File: config.mk
export PLATFORM = sky130hd
export DESIGN_NAME = priority_arbiter
export DESIGN_NICKNAME = d
export VERILOG_FILES = /design/src/rtl/priority_arbiter.sv
export SDC_FILE = /design/constraint.sdc
export NUM_CORES = 1
export LEC_CHECK = 0
export BUFFER_PORTS_ARGS = -buffer_cell sky130_fd_sc_hd__buf_4
export CAP_MARGIN = 25
export CORE_MARGIN = 4
export CORE_UTILIZATION = 45
export CTS_CLUSTER_SIZE = 10
export DETAILED_ROUTE_END_ITERATION = 10
export PLACE_DENSITY_LB_ADDON = 0.15
export SYNTH_ARGS = -nofsm -noshare
export SYNTH_HDL_FRONTEND = slang
export SYNTH_SLANG_ARGS = --single-unit
File: constraint.sdc
create_clock -name clk -period 1.73 [get_ports clk]
set_clock_uncertainty 0.1 [all_clocks]
set_input_delay 0.0865 -clock clk [delete_from_list [all_inputs] [get_ports clk]]
set_output_delay 0.0865 -clock clk [all_outputs]
set_load 0.01 [all_outputs]
File: src/rtl/priority_arbiter.sv
// Single-resource arbiter for 8 requesters with registered grant outputs and an
// optional per-grant timeout (TIMEOUT_CYCLES, 0 disables it).
// Policy: fixed priority (highest index wins) by default; define ROUND_ROBIN_EN
// to rotate priority downward from the last granted channel.
module priority_arbiter #(
  parameter int unsigned TIMEOUT_CYCLES = 16
) (
  input  logic       clk,
  input  logic       reset,
  input  logic       enable,
  input  logic [7:0] req,
  input  logic       release_i,
  output logic       grant_valid,
  output logic [2:0] grant_id,
  output logic [7:0] grant_onehot,
  output logic       timeout
);

  localparam int unsigned CntW = (TIMEOUT_CYCLES > 2) ? $clog2(TIMEOUT_CYCLES) : 1;
  localparam logic [CntW-1:0] CntMax =
      (TIMEOUT_CYCLES == 0) ? '0 : CntW'(TIMEOUT_CYCLES - 1);
  localparam bit TimeoutEn = (TIMEOUT_CYCLES != 0);

  typedef enum logic [0:0] {StIdle, StGrant} state_e;

  state_e          state_q, state_d;
  logic            grant_valid_q, grant_valid_d;
  logic [2:0]      grant_id_q, grant_id_d;
  logic [7:0]      grant_onehot_q, grant_onehot_d;
  logic            timeout_q, timeout_d;
  logic [CntW-1:0] cnt_q, cnt_d;
  logic [2:0]      winner;

`ifdef ROUND_ROBIN_EN
  logic [2:0] ptr_q, ptr_d;

  // Search downward starting just below the last owner, wrapping 0 -> 7.
  always_comb begin
    logic       found;
    logic [2:0] idx;
    winner = '0;
    found  = 1'b0;
    idx    = '0;
    for (int k = 1; k <= 8; k++) begin
      idx = ptr_q - 3'(k);
      if (!found && req[idx]) begin
        winner = idx;
        found  = 1'b1;
      end
    end
  end

  // Pointer remembers the channel granted on the most recent grant entry.
  always_comb begin
    ptr_d = ptr_q;
    if (state_q == StIdle && enable && req != '0) begin
      ptr_d = winner;
    end
  end

  // Pointer register.
  always_ff @(posedge clk) begin
    if (reset) begin
      ptr_q <= '0;
    end else begin
      ptr_q <= ptr_d;
    end
  end
`else
  // Fixed priority: the highest set request bit wins.
  always_comb begin
    winner = '0;
    for (int i = 0; i < 8; i++) begin
      if (req[i]) begin
        winner = 3'(i);
      end
    end
  end
`endif

  // Next-state and next-output logic; grant_id is held while idle.
  always_comb begin
    state_d        = state_q;
    grant_valid_d  = grant_valid_q;
    grant_id_d     = grant_id_q;
    grant_onehot_d = grant_onehot_q;
    timeout_d      = 1'b0;
    cnt_d          = cnt_q;
    unique case (state_q)
      StIdle: begin
        if (enable && req != '0) begin
          state_d        = StGrant;
          grant_valid_d  = 1'b1;
          grant_id_d     = winner;
          grant_onehot_d = 8'b1 << winner;
          cnt_d          = '0;
        end
      end
      StGrant: begin
        cnt_d = cnt_q + CntW'(1);
        // Disable and release both end the grant quietly; release beats timeout.
        if (!enable || release_i) begin
          state_d        = StIdle;
          grant_valid_d  = 1'b0;
          grant_onehot_d = '0;
        end else if (TimeoutEn && cnt_q == CntMax) begin
          state_d        = StIdle;
          grant_valid_d  = 1'b0;
          grant_onehot_d = '0;
          timeout_d      = 1'b1;
        end
      end
      default: begin
        state_d        = StIdle;
        grant_valid_d  = 1'b0;
        grant_onehot_d = '0;
      end
    endcase
  end

  // State and registered outputs.
  always_ff @(posedge clk) begin
    if (reset) begin
      state_q        <= StIdle;
      grant_valid_q  <= 1'b0;
      grant_id_q     <= '0;
      grant_onehot_q <= '0;
      timeout_q      <= 1'b0;
      cnt_q          <= '0;
    end else begin
      state_q        <= state_d;
      grant_valid_q  <= grant_valid_d;
      grant_id_q     <= grant_id_d;
      grant_onehot_q <= grant_onehot_d;
      timeout_q      <= timeout_d;
      cnt_q          <= cnt_d;
    end
  end

  assign grant_valid  = grant_valid_q;
  assign grant_id     = grant_id_q;
  assign grant_onehot = grant_onehot_q;
  assign timeout      = timeout_q;

endmodule

==> qor.yml, run 1 <==
flow_run:
  maxCapViolCount: 0
global_route:
  grt_pass1_vias: 811
  overflow: 0
  grt_pass1_wl_mm: 3.28
  grt_max_degree: 16
  antenna_found_initial: 0
  grt_usage_pct: 16.7
route:
  route.detailed.drc: 0
  firstDrtPassIters: 4
  drt-total-wl_mm: 1.94
  routed-wl-met3_um: 109
  postRouteAntennaNets: 0
  route.met2.wl_um: 994
  wl_per_cell_um: 13.2
  highest-signal-layer: "met4"
  drtIter0Drc: 11
  viasPerCell: 5.37
  dr_total_vias: 789
  wl_met1_um: 819
timing:
  slew_headroom_pct: 66.0
  worst_pin_slew_ns: 0.505
  fin_crit_sh_pct: 96.0
  fmax_mhz: 602
  finalHoldViolations: 0
  maxSlewViolCount: 0
  final-setup-viol-count: 0
  period_minus_slack_ns: 1.66
  fin_ws_ns: 0.0688
hold_path:
  worstHoldPathCells: 4
  min_from: "req[2]"
  min_to: "grant_onehot[0]"
  worstHoldPathType: "in -> reg"
clock_network:
  cts_buffers: 3
  htreeDepth: 1
  clkSinkCount: 18
  clock_latency_ns: 0.28
  root_buffer: "clkbuf_4"
  cts.clk_slew.worst_paths_ns: 0.10
  clk_path_buf_depth: 2
  cts_tree: "built"
finish:
  multi_input_area_um2: 464
  drive_gt1_share_pct: 38.5
  area_delta_synth_final_pct: 45.6
  final_nets: 136
  fin_area_mm2: 0.00117
  regArea_um2: 363
  antenna_cells: 0
  fin_util_pct: 68.5
  fillers: 150
  fin_cells: 147
placement:
  dp_slack_ns: 0.00295
  place_area_mm2: 0.00104
  io_buffers: 24
  gp_congestion: 0.825
  dpl.hpwl_mm: 1.41
  dp_cells: 138
worst_setup_path:
  reg2reg_from: "cnt_q[1]"
  cp_max_fo: 3
  r2r_slack_ns: 0.07
  timing.rr.end: "timeout"
  max_stage_delay_ns: 0.57
  critPathSlowestCell: "dlygate4sd3_1"
  worstPathCellList: "ha_2 > nand3_4 > nor4_4 > dlygate4sd3_1"
  cp-start-kind: "flop"
  crit_type: "reg -> reg"
  cp-end-kind: "flop"
  cp_data_arrival_time_ns: 1.80
  worst-r2r-cell-count: 4
  crit_required_ns: 1.87
floorplan:
  core_mm2: 0.00171
  dieArea_mm2: 0.00253
  start_util_pct: 47.0
  rows: 15
  io_pins: 25
  die_x_um: 50.3
  die_h_um: 50.3
logic_synthesis:
  ys_ff_latch: 18
  avgSynthCellArea_um2: 9.34
  yosysUniqueCellTypes: 31
  syn_area_um2: 803
  synth_nets: 99
  synth_cells: 86
  synth-seq-area-share_pct: 44.9
  yosys_warnings: 0
pwr:
  leakage_nw: 0.471
  ir_worst_vdd_v: 0.000495
  total_power_mw: 0.833
  p_per_area_mw_per_mm2: 712
status:
  status: "finished clean"
[per-layer routing]
layer  vias up  global-route usage, %
met1       363                   18.6
met3         2                   2.97
met4         0                   6.91
met2        24                   30.7
li1        400                      -
met5         -                      0
[where the power goes]
group          internal (mW)  leakage (nW)  total, mW  switching [mW]
combinational         0.0713         0.303      0.144          0.0730
sequential             0.429         0.148      0.437         0.00842
clock                  0.128        0.0210      0.251           0.123
[sequential cells by signal, summed over array words and instances, names as in the netlist]
register	cells
state_q	1
timeout	1
grant_valid	1
cnt_q	4
grant_onehot	8
grant_id	3
[logic make-up after synthesis]
logic type	share of synthesized area (%)
buf+inv	2.02
flops	44.9
simple gates	26.2
xor+xnor	1.09
compound gates	24.3
fa+ha+maj	1.56
[stage by stage]
| stage | hold WS, ns | setup TNS [ns] |
|---|---|---|
| floorplan | 0.0631 | 0 |
| global placement | 0.166 | 0 |
| detailed placement | 0.176 | 0 |
| CTS | 0.0527 | 0 |
| global route | 0.0741 | -0.000145 |
| finish | 0.0689 | 0 |
[critical path: cells and delay by family (launching register included)]
family,cells,cell delay (ns)
flip-flops,1,0.36
adder cells (fa/ha/maj),1,0.20
AND/OR/NAND/NOR,2,0.39
buffers and inverters,1,0.57
[cell usage after synthesis]
| master | n | area [um^2] |
|---|---|---|
| nor2b_1 | 2 | 12.5 |
| nor3b_1 | 1 | 7.51 |
| nor2_1 | 5 | 18.8 |
| xnor2_1 | 1 | 8.76 |
| or2_2 | 3 | 18.8 |
| o21ai_2 | 1 | 8.76 |
| nand3b_1 | 1 | 7.51 |
| clkbuf_1 | 1 | 3.75 |
| o2bb2ai_1 | 2 | 17.5 |
| or4_4 | 1 | 11.3 |
| nor4b_1 | 1 | 8.76 |
| a21oi_1 | 9 | 45.0 |
| ha_1 | 1 | 12.5 |
| nand3_1 | 3 | 15.0 |
| nand4_1 | 2 | 12.5 |
| o41ai_4 | 1 | 27.5 |
| buf_2 | 1 | 5.00 |
| or4_1 | 1 | 7.51 |
| o21ai_0 | 2 | 10.0 |
| nor4_1 | 5 | 31.3 |
| nor3_1 | 5 | 25.0 |
| nand2_1 | 5 | 18.8 |
| a41oi_1 | 1 | 8.76 |
| a21bo_2 | 1 | 10.0 |
| o21a_1 | 1 | 7.51 |
| inv_1 | 2 | 7.51 |
| or3b_2 | 1 | 8.76 |
| nand2b_1 | 1 | 6.26 |
| o31ai_1 | 1 | 7.51 |
| a22o_1 | 6 | 52.6 |
| dfxtp_1 | 18 | 360 |
[cells in the final DEF (no fill, tap or decap), types with 2 or more instances in the layout]
cell type,Yosys,routed
nor3_1,5,5
clkbuf_4,0,3
nand2_1,5,5
o21ai_0,2,2
nor2_1,5,5
nor2b_1,2,2
dfxtp_1,18,16
dlygate4sd3_1,0,5
nor4_1,5,4
nand4_1,2,2
buf_4,0,29
a21oi_1,9,9
nand3_1,3,2
or2_2,3,3
o2bb2ai_1,2,2
inv_1,2,2
a22o_1,6,6
dfxtp_2,0,2
[cell type report]
| class | instances | share of cell area [%] |
|---|---|---|
| clock buffer | 4 | 3.10 |
| tap | 25 | 2.67 |
| multi-input combinational | 64 | 39.7 |
| timing repair buffer | 34 | 22.9 |
| sequential | 18 | 31.0 |
| inverter | 2 | 0.642 |
[what timing repair did]
| action | CTS | global route |
|---|---|---|
| hold endpoints to repair | 11 | 0 |
| endpoints found under the setup margin | 0 | 7 |
| gates resized for setup | 0 | 8 |
| buffers inserted | 0 | 0 |
| hold buffers | 5 | 0 |
[worst max-delay path by stage]
stage / startpoint / slack (ns) / endpoint
floorplan: cnt_q[0] / 0.16 / grant_valid
finish: cnt_q[1] / 0.07 / timeout
global placement: req[4] / 0.03 / grant_onehot[3]
global route: cnt_q[1] / -0.0001 / timeout
detailed placement: req[1] / 0.003 / grant_onehot[3]
CTS: cnt_q[1] / 0.004 / grant_onehot[3]
Power figures use the tool's default switching activity.
==> run 2: changes to the inputs <==
CORE_UTILIZATION = 48   (was 45)
==> run 2 against run 1 <==
Net effect: sequential share of layout area rose by 1.3 points; global-route usage decreased by 1.3 points; clock power up 4%; flip-flop and latch count unchanged; core utilization grew 4.1 points; maximum frequency is essentially flat; clock-buffer cell count is the same; via count fell by 2.3%; power rose by 0.47%; largest power group unchanged; sequential power is essentially flat; die area decreased by 5.3%; first-iteration DRC count up 9.1%.
==> qor.yml, run 2 (same netlist as run 1, synthesis figures left out) <==
global_route:
  antenna_found_initial: 0  # unchanged
  grt_pass1_vias: 681  # -16%
  grt_usage_pct: 15.4  # -1.3 points
  grt_max_degree: 16  # unchanged
  overflow: 0  # unchanged
  grt_pass1_wl_mm: 3.00  # -8.4%
finish:
  layout_commonest_cell: "buf_4"
  largest_register_ffs: 8  # unchanged
  area_delta_synth_final_pct: 39.4
  fin_cells: 138  # -6.1%
  final_nets: 136  # unchanged
  drive_gt1_share_pct: 34.4  # -4.1 points
  final_cell_mix: "29 x buf_4, 17 x dfxtp_1, 9 x a21oi_1"
  antenna_cells: 0  # unchanged
worst_setup_path:
  crit_required_ns: 1.87  # about the same
  worst-r2r-cell-count: 5  # +1
  cp-end-kind: "flop"
  crit_type: "reg -> reg"
  cp-start-kind: "flop"
  cp_max_fo: 3  # unchanged
  cp_data_arrival_time_ns: 1.80  # about the same
placement:
  gp_congestion: 0.771  # -6.5%
  dp_cells: 129  # -6.5%
  dpl.hpwl_mm: 1.30  # -7.7%
  dp_slack_ns: 0.0323  # +0.0293 ns
  io_buffers: 24  # unchanged
route:
  drt-total-wl_mm: 1.79  # -7.4%
  postRouteAntennaNets: 0  # unchanged
  route.detailed.drc: 0  # unchanged
  drtIter0Drc: 12  # +1
  viasPerCell: 5.59  # +4.1%
  wl_per_cell_um: 13.0  # -1.4%
  dr_total_vias: 771  # -2.3%
  firstDrtPassIters: 4  # unchanged
timing:
  setup_tns_ns: 0  # unchanged
  fin_crit_sh_pct: 95.9  # about the same
  period_minus_slack_ns: 1.66  # -0.00142 ns
  finalHoldViolations: 0  # unchanged
  fin_ws_ns: 0.0702  # +0.00142 ns
  final-setup-viol-count: 0  # unchanged
  rsz0062_at_grt: "yes"
  fmax_mhz: 602  # about the same
  worst_pin_slew_ns: 0.550  # +0.0455 ns
  slew_headroom_pct: 63.0  # -3.1 points
  hold_slack_ns: 0.0273  # -0.0416 ns
  maxSlewViolCount: 0  # unchanged
clock_network:
  htreeDepth: 1  # unchanged
  post_cts_buffers: 0  # unchanged
  clk_path_buf_depth: 2  # unchanged
  clkSinkCount: 18  # unchanged
  clock_latency_ns: 0.29  # about the same
  cts_buffers: 3  # unchanged
  cts.clk_slew.worst_paths_ns: 0.10  # about the same
  cts_tree: "built"
  root_buffer: "clkbuf_4"
floorplan:
  io_pins: 25  # unchanged
  dieArea_mm2: 0.00239  # -5.3%
  start_util_pct: 52.1  # +5.1 points
  core_mm2: 0.00154  # -9.7%
  rows: 14  # -1
  die_h_um: 48.9  # -2.7%
  die_x_um: 48.9  # -2.7%
pwr:
  leakage_nw: 0.470  # -0.38%
  p_per_area_mw_per_mm2: 747  # +5.0%
  ir_worst_vdd_v: 0.000668  # +35%
  total_power_mw: 0.837  # +0.47%
status:
  status: "finished clean"
hold_path:
  worstHoldPathType: "in -> reg"
  worstHoldPathCells: 3  # -1
flow_run:
  maxCapViolCount: 0  # unchanged
## run 2: cell counts in the layout (fill, tap and decap cells not counted)
No cell type changed its count.
## run 2: area by class of cell
class / instances / area, um^2
clock buffer: 4 / 36.3
sequential: 18 / 362
multi-input combinational: 64 / 427
inverter: 2 / 7.51
tap: 16 / 20.0
fill: 119 / 422
timing repair buffer: 34 / 268
## run 2: metrics by stage
step | cell area [um^2] | utilization [%]
floorplan | 803 | -
global placement | 1030 | 67.0
detailed placement | 1030 | 67.0
CTS | 1120 | 72.6
global route | 1120 | 72.6
finish | 1120 | 72.6
## run 2: routing by layer
layer | part of all wire (%) | track usage (%)
met5 | 0 | 0
met4 | 1.1 | 4.04
met3 | 5.1 | 4.89
met2 | 44 | 21.7
met1 | 50 | 22.3
## run 2: final timing paths
kind	from	endpoint	slack, ns
hold reg to reg	grant_onehot[2]	grant_onehot[2]	0.38
setup reg to reg	cnt_q[0]	grant_valid	0.07
hold / removal	req[7]	grant_id[1]	0.03
setup / recovery	cnt_q[0]	grant_valid	0.07
## run 2: report_power, final
part / switching [mW] / internal, mW / total [mW]
Clock: 0.134 / 0.128 / 0.262
Combinational: 0.0655 / 0.0693 / 0.135
Sequential: 0.0106 / 0.429 / 0.440
## run 2: critical path: stages (launching register included)
cell and delay (ns):
dfxtp_2 0.35, ha_1 0.21, nand3_1 0.13, or3b_2 0.48, a21bo_2 0.22, a21oi_1 0.12
## run 2: timing repair
item / in CTS / in global routing
hold endpoints to repair: 11 / 0
endpoints found under the setup margin: 0 / 8
hold buffers: 5 / 0
resized for setup: 0 / 1
==> run 3: changes to the inputs <==
ABC_AREA = 1   (was default)
==> run 3 against run 2 <==
Net effect: cell count up 13%; cell area down 5.1%; sequential power about the same; largest cell class unchanged; largest power group unchanged; non-clock buffer count down 7.
==> qor.yml, run 3 <==
status:
  status: "finished clean"
logic_synthesis:
  synth_top_area_share_pct: 44.9  # +0.070 points
  ys_ff_latch: 18  # unchanged
  async_reset_ff_share_pct: 0  # unchanged
  synth-seq-area-share_pct: 44.9  # +0.070 points
  synth_cells: 110  # +28%
  ys_top_cells_by_count: "22 x nand2_1, 18 x dfxtp_1, 16 x a21oi_1"
  yosys-top-cells-area: "dfxtp_1 45%, nand2_1 10%, a21oi_1 10%"
  synth-edff-count: 0  # unchanged
  synth_nets: 123  # +24%
  yosys_warnings: 0  # unchanged
  yosysUniqueCellTypes: 15  # -52%
  syn_area_um2: 802  # -0.16%
  synth_flop_cell: "dfxtp_1"
  yosys.area.top_type: "dfxtp_1"
  avgSynthCellArea_um2: 7.29  # -22%
  synth_most_common_cell: "nand2_1"
timing:
  fin_crit_sh_pct: 79.1  # -17 points
  slew_headroom_pct: 79.6  # +17 points
  finalHoldViolations: 0  # unchanged
  period_minus_slack_ns: 1.37  # -0.292 ns
  worst_pin_slew_ns: 0.305  # -0.245 ns
  setup_tns_ns: 0  # unchanged
  rsz0062_at_grt: "no"
  fmax_mhz: 731  # +21%
  maxSlewViolCount: 0  # unchanged
  final-setup-viol-count: 0  # unchanged
finish:
  area_delta_synth_final_pct: 32.4
  final_cell_mix: "25 x buf_4, 22 x nand2_1, 18 x dfxtp_1"
  antenna_cells: 0  # unchanged
  final_nets: 154  # +13%
  drive_gt1_share_pct: 25.0  # -9.4 points
  fin_util_pct: 68.9  # -3.7 points
  fin_cells: 156  # +13%
  layout_commonest_cell: "buf_4"
  fillers: 137  # +15%
  largest_register_ffs: 8  # unchanged
route:
  firstDrtPassIters: 4  # unchanged
  viasPerCell: 5.14  # -8.0%
  drtIter0Drc: 17  # +5
  wl_per_cell_um: 11.6  # -11%
  route.detailed.drc: 0  # unchanged
  drt-total-wl_mm: 1.81  # +0.61%
  dr_total_vias: 802  # +4.0%
  postRouteAntennaNets: 0  # unchanged
global_route:
  grt_max_degree: 14  # -2
  overflow: 0  # unchanged
  antenna_found_initial: 0  # unchanged
  grt_pass1_wl_mm: 3.04  # +1.2%
  grt_usage_pct: 15.6  # +0.21 points
  grt_pass1_vias: 741  # +8.8%
placement:
  io_buffers: 24  # unchanged
  dp_cells: 150  # +16%
  gp_congestion: 0.798  # +3.4%
  dpl.hpwl_mm: 1.43  # +10%
pwr:
  p_seq_share_pct: 53.6  # +1.1 points
  netSwitchingPower_mw: 0.208  # -0.97%
  clkPwrFrac_pct: 31.4  # about the same
  ir_worst_vdd_v: 0.000614  # -8.0%
  p_per_area_mw_per_mm2: 772  # +3.3%
  leakage_nw: 0.502  # +6.9%
  pwr-share-comb_pct: 15.0  # -1.1 points
  power.internal_mw: 0.612  # -2.3%
  p_sw_share_pct: 25.4  # +0.26 points
worst_setup_path:
  crit_required_ns: 1.86  # about the same
  crit_type: "reg -> reg"
  cp_data_arrival_time_ns: 1.50  # -0.30 ns
  reg2reg_from: "cnt_q[0]"
  timing.rr.end: "grant_onehot[0]"
  cp_max_fo: 9  # +6
  cp-start-kind: "flop"
  cp-end-kind: "flop"
  r2r_slack_ns: 0.36  # +0.29 ns
  worst-r2r-cell-count: 6  # +1
floorplan:
  dieArea_mm2: 0.00239  # -0.14%
  start_util_pct: 52.0  # -0.081 points
  rows: 14  # unchanged
  io_pins: 25  # unchanged
  core_mm2: 0.00154  # unchanged
  die_h_um: 48.9  # about the same
  die_x_um: 48.9  # about the same
clock_network:
  cts_tree: "built"
  cts.clk_slew.worst_paths_ns: 0.10  # about the same
  clock_latency_ns: 0.29  # about the same
  post_cts_buffers: 0  # unchanged
  clkSinkCount: 18  # unchanged
  clk_path_buf_depth: 2  # unchanged
  root_buffer: "clkbuf_4"
  htreeDepth: 1  # unchanged
  cts_buffers: 3  # unchanged
flow_run:
  maxCapViolCount: 0  # unchanged
hold_path:
  worstHoldPathType: "in -> reg"
  worstHoldPathCells: 3  # unchanged
  min_to: "grant_id[0]"
  min_from: "req[7]"
run 3: changes by cell type after synthesis, moves of 5 or more:
cell | before | now
a21oi_1 | 9 | 16
nand2_1 | 5 | 22
inv_1 | 2 | 14
a22o_1 | 6 | 0
nor4_1 | 5 | 0
nand3_1 | 3 | 14
nor3_1 | 5 | 0
run 3: power groups by stage:
| stage | Clock, mW | Sequential (mW) | Combinational [mW] |
|---|---|---|---|
| finish | 0.257 | 0.440 | 0.123 |
| global route | 0.282 | 0.442 | 0.139 |
| CTS | 0.266 | 0.440 | 0.124 |
| detailed placement | 0 | 0.449 | 0.120 |
| global placement | 0 | 0.449 | 0.119 |
| floorplan | 0 | 0.453 | 0.0594 |
run 3: through the flow:
step	instance area [um^2]	worst slack (ns)	hold WS [ns]	power [mW]
final	1060	0.362	0.00571	0.820
after global routing	1060	0.266	0.0266	0.863
after CTS	1060	0.350	0.00398	0.831
after detailed placement	1010	0.376	0.253	0.570
after global placement	1010	0.402	0.249	0.568
after floorplan	802	0.519	0.0556	0.512
run 3: cell families after synthesis:
kind of cell,after synthesis,synth area share (%)
buffers and inverters,15,7.02
AND/OR/NAND/NOR,52,29.6
flip-flops,18,44.9
adder cells (fa/ha/maj),1,1.56
AO/OA/AOI/OAI,24,16.8
run 3: how the worst max path moves through the flow:
stage,start,end,slack [ns],cells after the start
2_1_floorplan,cnt_q[0],grant_onehot[0],0.52,6
3_3_place_gp,cnt_q[0],grant_onehot[2],0.40,6
3_5_place_dp,cnt_q[0],grant_onehot[0],0.38,6
4_1_cts,cnt_q[0],grant_onehot[0],0.35,6
5_1_grt,state_q,grant_onehot[7],0.27,5
6_report,cnt_q[0],grant_onehot[0],0.36,6
run 3: worst max-delay path: stages (launching register included):
cell and delay (ns):
dfxtp_1 0.37, ha_1 0.23, nand3_1 0.11, nand3_1 0.14, nand2_4 0.16, nand2_1 0.07, a21oi_1 0.13
run 3: cell type report:
| type | count | area (um^2) | area share, % |
|---|---|---|---|
| multi-input combinational | 77 | 385 | 36.3 |
| sequential | 18 | 360 | 33.9 |
| timing repair buffer | 27 | 208 | 19.6 |
| inverter | 14 | 52.6 | 4.95 |
| clock buffer | 4 | 36.3 | 3.42 |
| tap | 16 | 20.0 | 1.88 |
run 3: repair_timing:
item,in CTS,in global routing
hold endpoints to repair,13,0
resized for setup,0,0
hold buffers,2,0
run 3: routing by layer:
metal | track usage [%] | routed length (um) | vias to the layer above
li1 | - | - | 425
met1 | 17.2 | 799 | 359
met2 | 28.0 | 914 | 13
met3 | 4.59 | 70 | 5
met4 | 5.38 | 21 | 0
met5 | 0 | 0 | -
